==> src/rtl/apa102_pkg.sv <==
`default_nettype none
// ============================================================================
// apa102_pkg : shared APA102 word constants, field offsets and receiver states
// Revision   : 1.0
// ============================================================================
package apa102_pkg;

  // Command words shared by the LED-strip driver and the receiver
  localparam logic [31:0] APA102_CMD_SOF       = 32'h0000_0000;
  localparam logic [31:0] APA102_CMD_EOF       = 32'hFFFF_FFFF;
  localparam logic [2:0]  APA102_CMD_PIXEL_HDR = 3'b111;

  localparam logic [31:0] APA102_SOF_WORD  = APA102_CMD_SOF;
  localparam logic [31:0] APA102_EOF_WORD  = APA102_CMD_EOF;
  localparam logic [2:0]  APA102_PIXEL_HDR = APA102_CMD_PIXEL_HDR;

  localparam int APA102_HDR_LSB    = 29;
  localparam int APA102_BRIGHT_LSB = 24;
  localparam int APA102_BLUE_LSB   = 16;
  localparam int APA102_GREEN_LSB  = 8;
  localparam int APA102_RED_LSB    = 0;

  typedef enum logic [1:0] {
    HUNT  = 2'd0,
    FRAME = 2'd1,
    TAIL  = 2'd2
  } apa102_rx_state_t;

endpackage
`default_nettype wire

==> src/rtl/apa102_rx_if.sv <==
`default_nettype none
// ============================================================================
// apa102_rx_if : APA102 serial input pair plus decoded pixel/frame outputs
// Revision     : 1.0
// ============================================================================
interface apa102_rx_if #(
  parameter int IDX_W = 16
);
  logic             led_clk;
  logic             led_data;
  logic             pixel_valid;
  logic [IDX_W-1:0] pixel_index;
  logic [4:0]       pixel_bright;
  logic [7:0]       pixel_blue;
  logic [7:0]       pixel_green;
  logic [7:0]       pixel_red;
  logic             frame_done;
  logic [IDX_W-1:0] frame_pixels;
  logic             error;
  logic             in_frame;

  // master is the stream source, slave is the receiver
  modport master (
    output led_clk, led_data,
    input  pixel_valid, pixel_index, pixel_bright, pixel_blue, pixel_green,
           pixel_red, frame_done, frame_pixels, error, in_frame
  );

  modport slave (
    input  led_clk, led_data,
    output pixel_valid, pixel_index, pixel_bright, pixel_blue, pixel_green,
           pixel_red, frame_done, frame_pixels, error, in_frame
  );
endinterface
`default_nettype wire

==> src/rtl/apa102_rx_sync.sv <==
`default_nettype none
// ============================================================================
// apa102_rx_sync : N-flop synchroniser and led_clk rising-edge detector
// Revision       : 1.0
// ============================================================================
module apa102_rx_sync #(
  parameter int SYNC_STAGES = 2
) (
  input  logic clk,
  input  logic rst_n,
  input  logic led_clk,
  input  logic led_data,
  output logic bit_strobe,
  output logic bit_value
);

  logic [SYNC_STAGES-1:0] clk_sync_q, clk_sync_d;
  logic [SYNC_STAGES-1:0] data_sync_q, data_sync_d;
  logic                   clk_prev_q, clk_prev_d;
  logic                   bit_strobe_q, bit_strobe_d;
  logic                   bit_value_q, bit_value_d;

  always_comb begin
    clk_sync_d   = {clk_sync_q[SYNC_STAGES-2:0], led_clk};
    data_sync_d  = {data_sync_q[SYNC_STAGES-2:0], led_data};
    clk_prev_d   = clk_sync_q[SYNC_STAGES-1];
    bit_strobe_d = clk_sync_q[SYNC_STAGES-1] & ~clk_prev_q;
    bit_value_d  = data_sync_q[SYNC_STAGES-1];
  end

  always_ff @(posedge clk) begin
    if (!rst_n) begin
      clk_sync_q   <= '0;
      data_sync_q  <= '0;
      clk_prev_q   <= 1'b0;
      bit_strobe_q <= 1'b0;
      bit_value_q  <= 1'b0;
    end else begin
      clk_sync_q   <= clk_sync_d;
      data_sync_q  <= data_sync_d;
      clk_prev_q   <= clk_prev_d;
      bit_strobe_q <= bit_strobe_d;
      bit_value_q  <= bit_value_d;
    end
  end

  assign bit_strobe = bit_strobe_q;
  assign bit_value  = bit_value_q;

endmodule
`default_nettype wire

==> src/rtl/apa102_rx.sv <==
`default_nettype none
// ============================================================================
// apa102_rx : APA102 stream receiver - word recovery, classification, strobes
// Revision  : 1.0
// ============================================================================
module apa102_rx
  import apa102_pkg::*;
#(
  parameter int SYNC_STAGES  = 2,
  parameter int IDLE_TIMEOUT = 4096,
  parameter int IDX_W        = 16
) (
  input  logic        clk,
  input  logic        rst_n,
  apa102_rx_if.slave  bus
);

  localparam int                TMO_W   = $clog2(IDLE_TIMEOUT + 1);
  localparam logic [TMO_W-1:0]  TMO_MAX = TMO_W'(IDLE_TIMEOUT);

  logic bit_strobe, bit_value;

  apa102_rx_sync #(.SYNC_STAGES(SYNC_STAGES)) u_sync (
    .clk        (clk),
    .rst_n      (rst_n),
    .led_clk    (bus.led_clk),
    .led_data   (bus.led_data),
    .bit_strobe (bit_strobe),
    .bit_value  (bit_value)
  );

  apa102_rx_state_t   state_q, state_d;
  logic [31:0]        shift_q, shift_d;
  logic [4:0]         bit_cnt_q, bit_cnt_d;
  logic               eval_q, eval_d;
  logic               word_rdy_q, word_rdy_d;
  logic [IDX_W-1:0]   pix_cnt_q, pix_cnt_d;
  logic [TMO_W-1:0]   tmo_q, tmo_d;
  logic               pixel_valid_q, pixel_valid_d;
  logic [IDX_W-1:0]   pixel_index_q, pixel_index_d;
  logic [4:0]         bright_q, bright_d;
  logic [7:0]         blue_q, blue_d, green_q, green_d, red_q, red_d;
  logic               frame_done_q, frame_done_d;
  logic [IDX_W-1:0]   frame_pixels_q, frame_pixels_d;
  logic               error_q, error_d;
  logic               in_frame_q, in_frame_d;

  always_comb begin
    state_d        = state_q;
    shift_d        = shift_q;
    bit_cnt_d      = bit_cnt_q;
    eval_d         = 1'b0;
    word_rdy_d     = 1'b0;
    pix_cnt_d      = pix_cnt_q;
    tmo_d          = tmo_q;
    pixel_valid_d  = 1'b0;
    pixel_index_d  = pixel_index_q;
    bright_d       = bright_q;
    blue_d         = blue_q;
    green_d        = green_q;
    red_d          = red_q;
    frame_done_d   = 1'b0;
    frame_pixels_d = frame_pixels_q;
    error_d        = 1'b0;

    // Bit intake: the window is evaluated on the cycle after each shift
    if (bit_strobe) begin
      shift_d = {shift_q[30:0], bit_value};
      eval_d  = 1'b1;
      tmo_d   = '0;
      if (state_q == FRAME) begin
        bit_cnt_d  = bit_cnt_q + 5'd1;
        word_rdy_d = (bit_cnt_q == 5'd31);
      end
    end else if (tmo_q != TMO_MAX) begin
      tmo_d = tmo_q + TMO_W'(1);
    end

    // An all-zero window realigns in every state, which also absorbs
    // leading zeros longer than one word
    if (eval_q) begin
      if (shift_q == APA102_SOF_WORD) begin
        state_d   = FRAME;
        bit_cnt_d = '0;
        pix_cnt_d = '0;
      end else if (state_q == FRAME && word_rdy_q) begin
        if (shift_q == APA102_EOF_WORD) begin
          frame_done_d   = 1'b1;
          frame_pixels_d = pix_cnt_q;
          state_d        = TAIL;
        end else if (shift_q[APA102_HDR_LSB +: 3] == APA102_PIXEL_HDR) begin
          pixel_valid_d = 1'b1;
          pixel_index_d = pix_cnt_q;
          bright_d      = shift_q[APA102_BRIGHT_LSB +: 5];
          blue_d        = shift_q[APA102_BLUE_LSB +: 8];
          green_d       = shift_q[APA102_GREEN_LSB +: 8];
          red_d         = shift_q[APA102_RED_LSB +: 8];
          if (pix_cnt_q != '1) begin
            pix_cnt_d = pix_cnt_q + IDX_W'(1);
          end
        end else begin
          error_d = 1'b1;
          state_d = HUNT;
        end
      end
    end else if (tmo_q == TMO_MAX) begin
      error_d   = (state_q == FRAME);
      state_d   = HUNT;
      bit_cnt_d = '0;
    end

    in_frame_d = (state_d == FRAME) || (state_d == TAIL);
  end

  always_ff @(posedge clk) begin
    if (!rst_n) begin
      state_q        <= HUNT;
      shift_q        <= '1;
      bit_cnt_q      <= '0;
      eval_q         <= 1'b0;
      word_rdy_q     <= 1'b0;
      pix_cnt_q      <= '0;
      tmo_q          <= '0;
      pixel_valid_q  <= 1'b0;
      pixel_index_q  <= '0;
      bright_q       <= '0;
      blue_q         <= '0;
      green_q        <= '0;
      red_q          <= '0;
      frame_done_q   <= 1'b0;
      frame_pixels_q <= '0;
      error_q        <= 1'b0;
      in_frame_q     <= 1'b0;
    end else begin
      state_q        <= state_d;
      shift_q        <= shift_d;
      bit_cnt_q      <= bit_cnt_d;
      eval_q         <= eval_d;
      word_rdy_q     <= word_rdy_d;
      pix_cnt_q      <= pix_cnt_d;
      tmo_q          <= tmo_d;
      pixel_valid_q  <= pixel_valid_d;
      pixel_index_q  <= pixel_index_d;
      bright_q       <= bright_d;
      blue_q         <= blue_d;
      green_q        <= green_d;
      red_q          <= red_d;
      frame_done_q   <= frame_done_d;
      frame_pixels_q <= frame_pixels_d;
      error_q        <= error_d;
      in_frame_q     <= in_frame_d;
    end
  end

  assign bus.pixel_valid  = pixel_valid_q;
  assign bus.pixel_index  = pixel_index_q;
  assign bus.pixel_bright = bright_q;
  assign bus.pixel_blue   = blue_q;
  assign bus.pixel_green  = green_q;
  assign bus.pixel_red    = red_q;
  assign bus.frame_done   = frame_done_q;
  assign bus.frame_pixels = frame_pixels_q;
  assign bus.error        = error_q;
  assign bus.in_frame     = in_frame_q;

endmodule
`default_nettype wire
==> src/flat_wrapper.sv <==
// flat-port wrapper written by rule: the top's interface ports become plain ports
module apa102_rx_flat import apa102_pkg::*;
#(
  parameter int SYNC_STAGES  = 2,
  parameter int IDLE_TIMEOUT = 4096,
  parameter int IDX_W        = 16
)
  (clk, rst_n, bus_led_clk, bus_led_data, bus_pixel_valid, bus_pixel_index, bus_pixel_bright, bus_pixel_blue, bus_pixel_green, bus_pixel_red, bus_frame_done, bus_frame_pixels, bus_error, bus_in_frame);
  apa102_rx_if #(.IDX_W(IDX_W)) bus_i ();
  input  logic clk;
  input  logic rst_n;
  input wire logic [$bits(bus_i.led_clk)-1:0] bus_led_clk;
  input wire logic [$bits(bus_i.led_data)-1:0] bus_led_data;
  output wire logic [$bits(bus_i.pixel_valid)-1:0] bus_pixel_valid;
  output wire logic [$bits(bus_i.pixel_index)-1:0] bus_pixel_index;
  output wire logic [$bits(bus_i.pixel_bright)-1:0] bus_pixel_bright;
  output wire logic [$bits(bus_i.pixel_blue)-1:0] bus_pixel_blue;
  output wire logic [$bits(bus_i.pixel_green)-1:0] bus_pixel_green;
  output wire logic [$bits(bus_i.pixel_red)-1:0] bus_pixel_red;
  output wire logic [$bits(bus_i.frame_done)-1:0] bus_frame_done;
  output wire logic [$bits(bus_i.frame_pixels)-1:0] bus_frame_pixels;
  output wire logic [$bits(bus_i.error)-1:0] bus_error;
  output wire logic [$bits(bus_i.in_frame)-1:0] bus_in_frame;
  assign bus_i.led_clk = bus_led_clk;
  assign bus_i.led_data = bus_led_data;
  assign bus_pixel_valid = bus_i.pixel_valid;
  assign bus_pixel_index = bus_i.pixel_index;
  assign bus_pixel_bright = bus_i.pixel_bright;
  assign bus_pixel_blue = bus_i.pixel_blue;
  assign bus_pixel_green = bus_i.pixel_green;
  assign bus_pixel_red = bus_i.pixel_red;
  assign bus_frame_done = bus_i.frame_done;
  assign bus_frame_pixels = bus_i.frame_pixels;
  assign bus_error = bus_i.error;
  assign bus_in_frame = bus_i.in_frame;
  apa102_rx #(.SYNC_STAGES(SYNC_STAGES), .IDLE_TIMEOUT(IDLE_TIMEOUT), .IDX_W(IDX_W)) u_core (.clk(clk), .rst_n(rst_n), .bus(bus_i));
endmodule
==> config.mk <==
export PLATFORM = sky130hd
export DESIGN_NAME = apa102_rx_flat
export DESIGN_NICKNAME = d
export VERILOG_FILES = /design/src/rtl/apa102_pkg.sv /design/src/rtl/apa102_rx_if.sv /design/src/rtl/apa102_rx_sync.sv /design/src/rtl/apa102_rx.sv /design/src/flat_wrapper.sv
export SDC_FILE = /design/constraint.sdc
export NUM_CORES = 1
export LEC_CHECK = 0
export ABC_AREA = 1
export CORE_UTILIZATION = 40
export CTS_BUF_LIST = sky130_fd_sc_hd__clkbuf_4
export CTS_CLUSTER_DIAMETER = 40
export CTS_CLUSTER_SIZE = 25
export DETAILED_ROUTE_END_ITERATION = 12
export DONT_BUFFER_PORTS = 1
export GPL_TIMING_DRIVEN = 0
export MAX_ROUTING_LAYER = met4
export PLACE_DENSITY_LB_ADDON = 0.2
export SLEW_MARGIN = 20
export SYNTH_ARGS = -nofsm -noshare
export SYNTH_HDL_FRONTEND = slang
export SYNTH_SLANG_ARGS = --single-unit
==> constraint.sdc <==
create_clock -name clk -period 1.9 [get_ports clk]
set_clock_uncertainty 0.05 [all_clocks]
set_input_delay 0.475 -clock clk [delete_from_list [all_inputs] [get_ports clk]]
set_output_delay 0.475 -clock clk [all_outputs]
set_load 0.005 [all_outputs]
==> metrics.txt, run 1 <==
status complete, no violations; CP startpoint kind flip-flop; CP Buf/Inv Count 3; clock tree root buffer cell clkbuf_4; commonest non-fill, non-tap cell in the layout dfxtp_1; CP arrival 2.16 ns; setup TNS 0 ns; reg2reg path depth 9; Post-Syn Area 0.005907 mm²; CP max FO 10; first-pass GRT wire length 22780 µm; layout cells sized above 1 12.80%; Final ANT Viol Nets 0; slowest library cell on the worst path dfxtp_1; CP Cell Sequence inv_1, nand2_1, inv_1, nand2_1, nor2_4, nand3_4, clkbuf_4, o21ai_0, a21oi_1; core box area 0.01448 mm²; total nets after synthesis 786; gpl congestion 0.8735; Worst EP required 2.32 ns; cell count after synthesis 777; fin nets 816; fin crit share 91.98%; VDD IR max 0.3749 mV; largest delay contributor family on the critical path simple AND/OR/NAND/NOR gates; Num CTS Buffers 17; most frequent cells in the layout dfxtp_1, nand2_1, inv_1; CP Class reg -> reg; die area 0.01526 mm²; antenna violations before repair 0; synth top area cells dfxtp_1, nand2_1, a21oi_1, inv_1, nor2_1; largest net degree at the start of global routing 17; drt drc 0; Final Total Pwr 5124 µW; CP peak stage delay 0.34 ns; CP Capture Type flip-flop; Vias/cell 5.011; Chip Height 123.5 µm; post-synth top area share 48.13%; CTS tree done; WP depth 9; Clock Latency Late Sink 0.58 ns; Overflow after GRT 0; setup violators final 0; Relative slew margins 58.04%; Least-Margin Pin Slew 0.6294 ns; Syn Area/Cell 7.602 µm²; power density cells 768.2 mW/mm²; antenna cells 0; max frequency 572.2 MHz; worst hold path class in -> reg; 1st-iter DRT viols 304; CP Capture Point u_core.bus.pixel_green[6]; vias in the first global route 4696; dpl hpwl 10630 µm; Seq cells post-synth 142; Worst Setup SP u_core.state_q[1]; clk sinks 142; Max-cap violations 0; DRT Pass-1 Iters 5; post-synth top area cell dfxtp_1; number of cell rows 44; Initial Utilization 40.80%; Reg2Reg Launch Point u_core.state_q[1]; Distinct cells, synth 33; flop2flop setup slack 0.15 ns; WHS Path Cells 2; cell leakage power 0.002758 µW; Syn. warnings 0; via count 5031; Layout Area Growth over Synthesis 12.92%; post-synthesis sequential area ratio 48.13%; min Tclk post-route 1.748 ns; # H-tree levels 4; CTS clk-pin slew, worst paths 0.12 ns; max-slew violations 0; io pins 69; chip width 123.5 µm; routed wire length 14240 µm; GRT Total Usage 20.32%; Routed wire per std cell 14.19 µm; Crit Reg-Reg Endpoint u_core.bus.pixel_green[6]; Final Hold Viols 0; Clock Path Buffers 2; port buffer count 0
==> synthesized netlist by cell type <==
| cell | count |
|---|---|
| dfxtp_1 | 142 |
| nand2_1 | 127 |
| inv_1 | 113 |
| a21oi_1 | 92 |
| nor2_1 | 72 |
| o21ai_0 | 47 |
| nand3_1 | 32 |
| a22oi_1 | 31 |
| nand4_1 | 24 |
| clkbuf_1 | 17 |
| nor3_1 | 12 |
| xor2_1 | 10 |
| buf_2 | 8 |
| o21ai_1 | 8 |
| clkbuf_2 | 5 |
| ha_1 | 5 |
| inv_2 | 4 |
| nor2_2 | 4 |
| buf_6 | 3 |
| nor4_1 | 3 |
| buf_1 | 2 |
| buf_4 | 2 |
| mux2i_1 | 2 |
| nand2_2 | 2 |
| xnor2_1 | 2 |
| nand3_2 | 1 |
| nand3_4 | 1 |
| nand4_4 | 1 |
| nor3_2 | 1 |
| nor3_4 | 1 |
| nor4_4 | 1 |
| o21bai_1 | 1 |
| or2_2 | 1 |
==> sequential cells by signal (all words and copies together), names as in the netlist <==
signal                     flops
u_core.bus.in_frame            1
u_core.bus.frame_pixels       16
u_core.u_sync.data_sync_q      2
u_core.bus.pixel_green         8
u_core.bus.frame_done          1
u_core.eval_q                  1
u_core.word_rdy_q              1
u_core.bus.pixel_red           8
u_core.u_sync.bit_strobe       1
u_core.bit_cnt_q               5
u_core.tmo_q                  13
u_core.bus.pixel_valid         1
u_core.state_q                 2
u_core.bus.pixel_blue          8
u_core.bus.pixel_index        16
u_core.u_sync.clk_sync_q       2
u_core.shift_q                32
u_core.u_sync.bit_value        1
u_core.u_sync.clk_prev_q       1
u_core.bus.pixel_bright        5
u_core.bus.error               1
u_core.pix_cnt_q              16
==> layer usage <==
layer	part of all wire (%)	global-route usage, %
met3	4.9	5.627
met2	47	33.31
met5	0	-
met1	47	23.95
met4	1.4	6.777
==> timing repair <==
action	in CTS	in global routing
hold buffers	2	0
hold endpoints to repair	2	0
endpoints found under the setup margin	41	75
cloned	0	0
setup buffers	6	3
gates resized for setup	9	51
pin swaps	3	4
==> metrics by stage <==
| stage | hold slack (ns) | cell area [µm²] | util [%] | worst slack [ns] | instances |
|---|---|---|---|---|---|
| after floorplan | 0.3182 | 5907 | - | 0.1890 | 777 |
| after global placement | 0.3223 | 6137 | 42.39 | -0.3261 | 961 |
| after detailed placement | 0.3288 | 6137 | 42.39 | -0.3166 | 961 |
| after CTS | 0.05112 | 6518 | 45.01 | 0.006109 | 1001 |
| after global routing | 0.08925 | 6670 | 46.07 | -0.004858 | 1004 |
| final | 0.1289 | 6670 | 46.07 | 0.1524 | 1004 |
==> area by class of cell <==
cell class | count | area, µm²
plain buffers | 37 | 212.7
clock buffers | 18 | 135.1
clock inverters | 14 | 156.4
fillers | 1475 | 7809
inverters | 117 | 439.2
multi-input cells | 481 | 2542
flip-flops and latches | 142 | 2863
well taps | 184 | 230.2
repair buffers | 11 | 91.34
==> how the worst min path moves through the flow <==
stage,start,to,slack (ns)
4_1_cts,rst_n,u_core.bus.frame_done,0.05
5_1_grt,rst_n,u_core.bus.frame_done,0.09
2_1_floorplan,u_core.u_sync.clk_prev_q,u_core.u_sync.bit_strobe,0.32
3_5_place_dp,u_core.u_sync.clk_prev_q,u_core.u_sync.bit_strobe,0.33
3_3_place_gp,u_core.u_sync.clk_prev_q,u_core.u_sync.bit_strobe,0.32
6_report,rst_n,u_core.bus.frame_done,0.13
==> logic make-up after synthesis <==
family / count (synthesis) / synth area share (%)
DFF: 142 / 48.13
buffers and inverters: 154 / 10.57
xor gates and xnor gates: 12 / 1.779
adders and majority gates: 5 / 1.059
muxes: 2 / 0.3389
and+or+nand+nor: 283 / 21.61
AOI/OAI and AO/OA: 179 / 16.52
==> report_power, final <==
part	total [µW]	internal (µW)	switching, µW
logic	142	39.1	103
clock network	1990	813	1180
registers	2990	2990	6.13
No activity file was read; power rests on OpenSTA's default activity.
==> run 2: changes to the inputs <==
--- a/config.mk
+++ b/config.mk
@@ -6,6 +6,7 @@
 export NUM_CORES = 1
 export LEC_CHECK = 0
 export ABC_AREA = 1
+export ABC_CLOCK_PERIOD_IN_PS = 1900
 export CORE_UTILIZATION = 40
 export CTS_BUF_LIST = sky130_fd_sc_hd__clkbuf_4
 export CTS_CLUSTER_DIAMETER = 40
==> results of run 2 <==
No change in the layout: final DEF, timing and power equal those of run 1.
==> run 3: changes to the inputs <==
--- a/config.mk
+++ b/config.mk
@@ -7,6 +7,7 @@
 export LEC_CHECK = 0
 export ABC_AREA = 1
 export ABC_CLOCK_PERIOD_IN_PS = 1900
+export CORE_ASPECT_RATIO = 0.7
 export CORE_UTILIZATION = 40
 export CTS_BUF_LIST = sky130_fd_sc_hd__clkbuf_4
 export CTS_CLUSTER_DIAMETER = 40
==> run 3 against run 2 <==
Effect of this change: combinational power barely moved; routed wire length up 3.8%; sequential share of layout area rose by 0.097 points; largest cell class unchanged.
==> metrics.txt, run 3 (synthesized netlist as in run 1, its figures left out) <==
status complete, no violations; layout cells sized above 1 11.56%; VDD IR max 0.3431 mV; max-slew violations 0; gpl congestion 0.8960; fin crit share 93.62%; max frequency 562.2 MHz; met3 usage 6.564%; first-pass GRT wire length 24090 µm; number of cell rows 36; setup violators final 0; commonest non-fill, non-tap cell in the layout dfxtp_1; Setup WS post-layout 0.1212 ns; GRT Total Usage 20.55%; CP Class reg -> reg; chip width 147.2 µm; CTS clk-pin slew, worst paths 0.13 ns; WHS Path Cells 2; vias in the first global route 4716; cell leakage power 0.002769 µW; CP peak stage delay 0.42 ns; Clock Latency Late Sink 0.52 ns; Final Hold Viols 0; CP arrival 2.16 ns; clock tree root buffer cell clkbuf_4; port buffer count 0; clk sinks 142; 1st-iter DRT viols 411; # H-tree levels 4; fin nets 818; dpl hpwl 11040 µm; Max-cap violations 0; CTS tree done; Routed wire per std cell 14.62 µm; CP Capture Type flip-flop; routed wire length 14790 µm; Num CTS Buffers 17; DRT Pass-1 Iters 5; Least-Margin Pin Slew 0.6029 ns; Overflow after GRT 0; Final Total Pwr 5075 µW; Chip Height 103.7 µm; min Tclk post-route 1.779 ns; M1 GR Usage 29.23%; Layout Area Growth over Synthesis 12.37%; power density cells 764.5 mW/mm²; antenna cells 0; CP max FO 10; CP Cell Sequence inv_1, nor3_1, nand2_1, nor2_4, buf_4, nand4_1, a21oi_1; Biggest register u_core.shift_q; Initial Utilization 41.76%; worst hold path class in -> reg; io pins 69; drt drc 0; M2 GR Usage 27.53%; Worst EP required 2.29 ns; dpl ws -0.2259 ns; antenna violations before repair 0; most frequent cells in the layout dfxtp_1, nand2_1, inv_1; max FFs per register 32; Vias/cell 5.048; CP startpoint kind flip-flop; die area 0.01526 mm²; core box area 0.01414 mm²; Clock Path Buffers 2; Relative slew margins 59.81%; via count 5109; final core utilization 46.93%; slowest library cell on the worst path dfxtp_1; reg2reg path depth 7; Final ANT Viol Nets 0; busiest layer in global routing met1; largest net degree at the start of global routing 17
run 3: cell type report:
class / instances / area, µm²
plain buffers: 37 / 202.7
flip-flops and latches: 142 / 2855
well taps: 190 / 237.7
repair buffers: 13 / 102.6
fillers: 1435 / 7506
inverters: 117 / 441.7
clock buffers: 19 / 142.6
multi-input cells: 481 / 2516
clock inverters: 13 / 138.9
run 3: per-layer routing:
layer,routed length (µm),vias to the layer above
met5,0,-
met4,140,0
met3,1172,11
met2,5983,145
met1,7496,2334
li1,-,2619
run 3: worst paths after layout:
check,startpoint,endpoint,slack (ns)
worst max-delay path,u_core.shift_q[29],u_core.bus.frame_pixels[2],0.12
worst min-delay path,rst_n,u_core.bus.frame_done,0.20
worst max register to register,u_core.shift_q[29],u_core.bus.frame_pixels[2],0.12
worst min register to register,u_core.u_sync.clk_prev_q,u_core.u_sync.bit_strobe,0.34
run 3: where the power goes:
group	switching [µW]	internal (µW)
Sequential	6.41	2990
Clock	1130	814
Combinational	101	38.5
run 3: critical path: cells and delay by family (launching register included):
family	cells	cell delay [ns]
and+or+nand+nor	4	0.72
DFF	1	0.42
buffers and inverters	2	0.32
AOI/OAI and AO/OA	1	0.17
run 3: per-stage QoR:
step                      TNS (ns)  std cells  cell area (µm²)  hold WS [ns]
after floorplan                  0        777             5907        0.3182
after global routing      -0.05265       1012             6638        0.1650
after CTS                        0       1005             6511        0.1327
after detailed placement    -7.457        967             6145        0.3267
final                            0       1012             6638        0.2015
after global placement      -6.094        967             6145        0.3229
run 3: repair_timing:
action / CTS / global route
hold buffers: 2 / 0
pin swaps: 3 / 4
endpoints found under the setup margin: 42 / 69
gates resized for setup: 12 / 32
hold endpoints to repair: 2 / 0
buffers inserted: 4 / 7
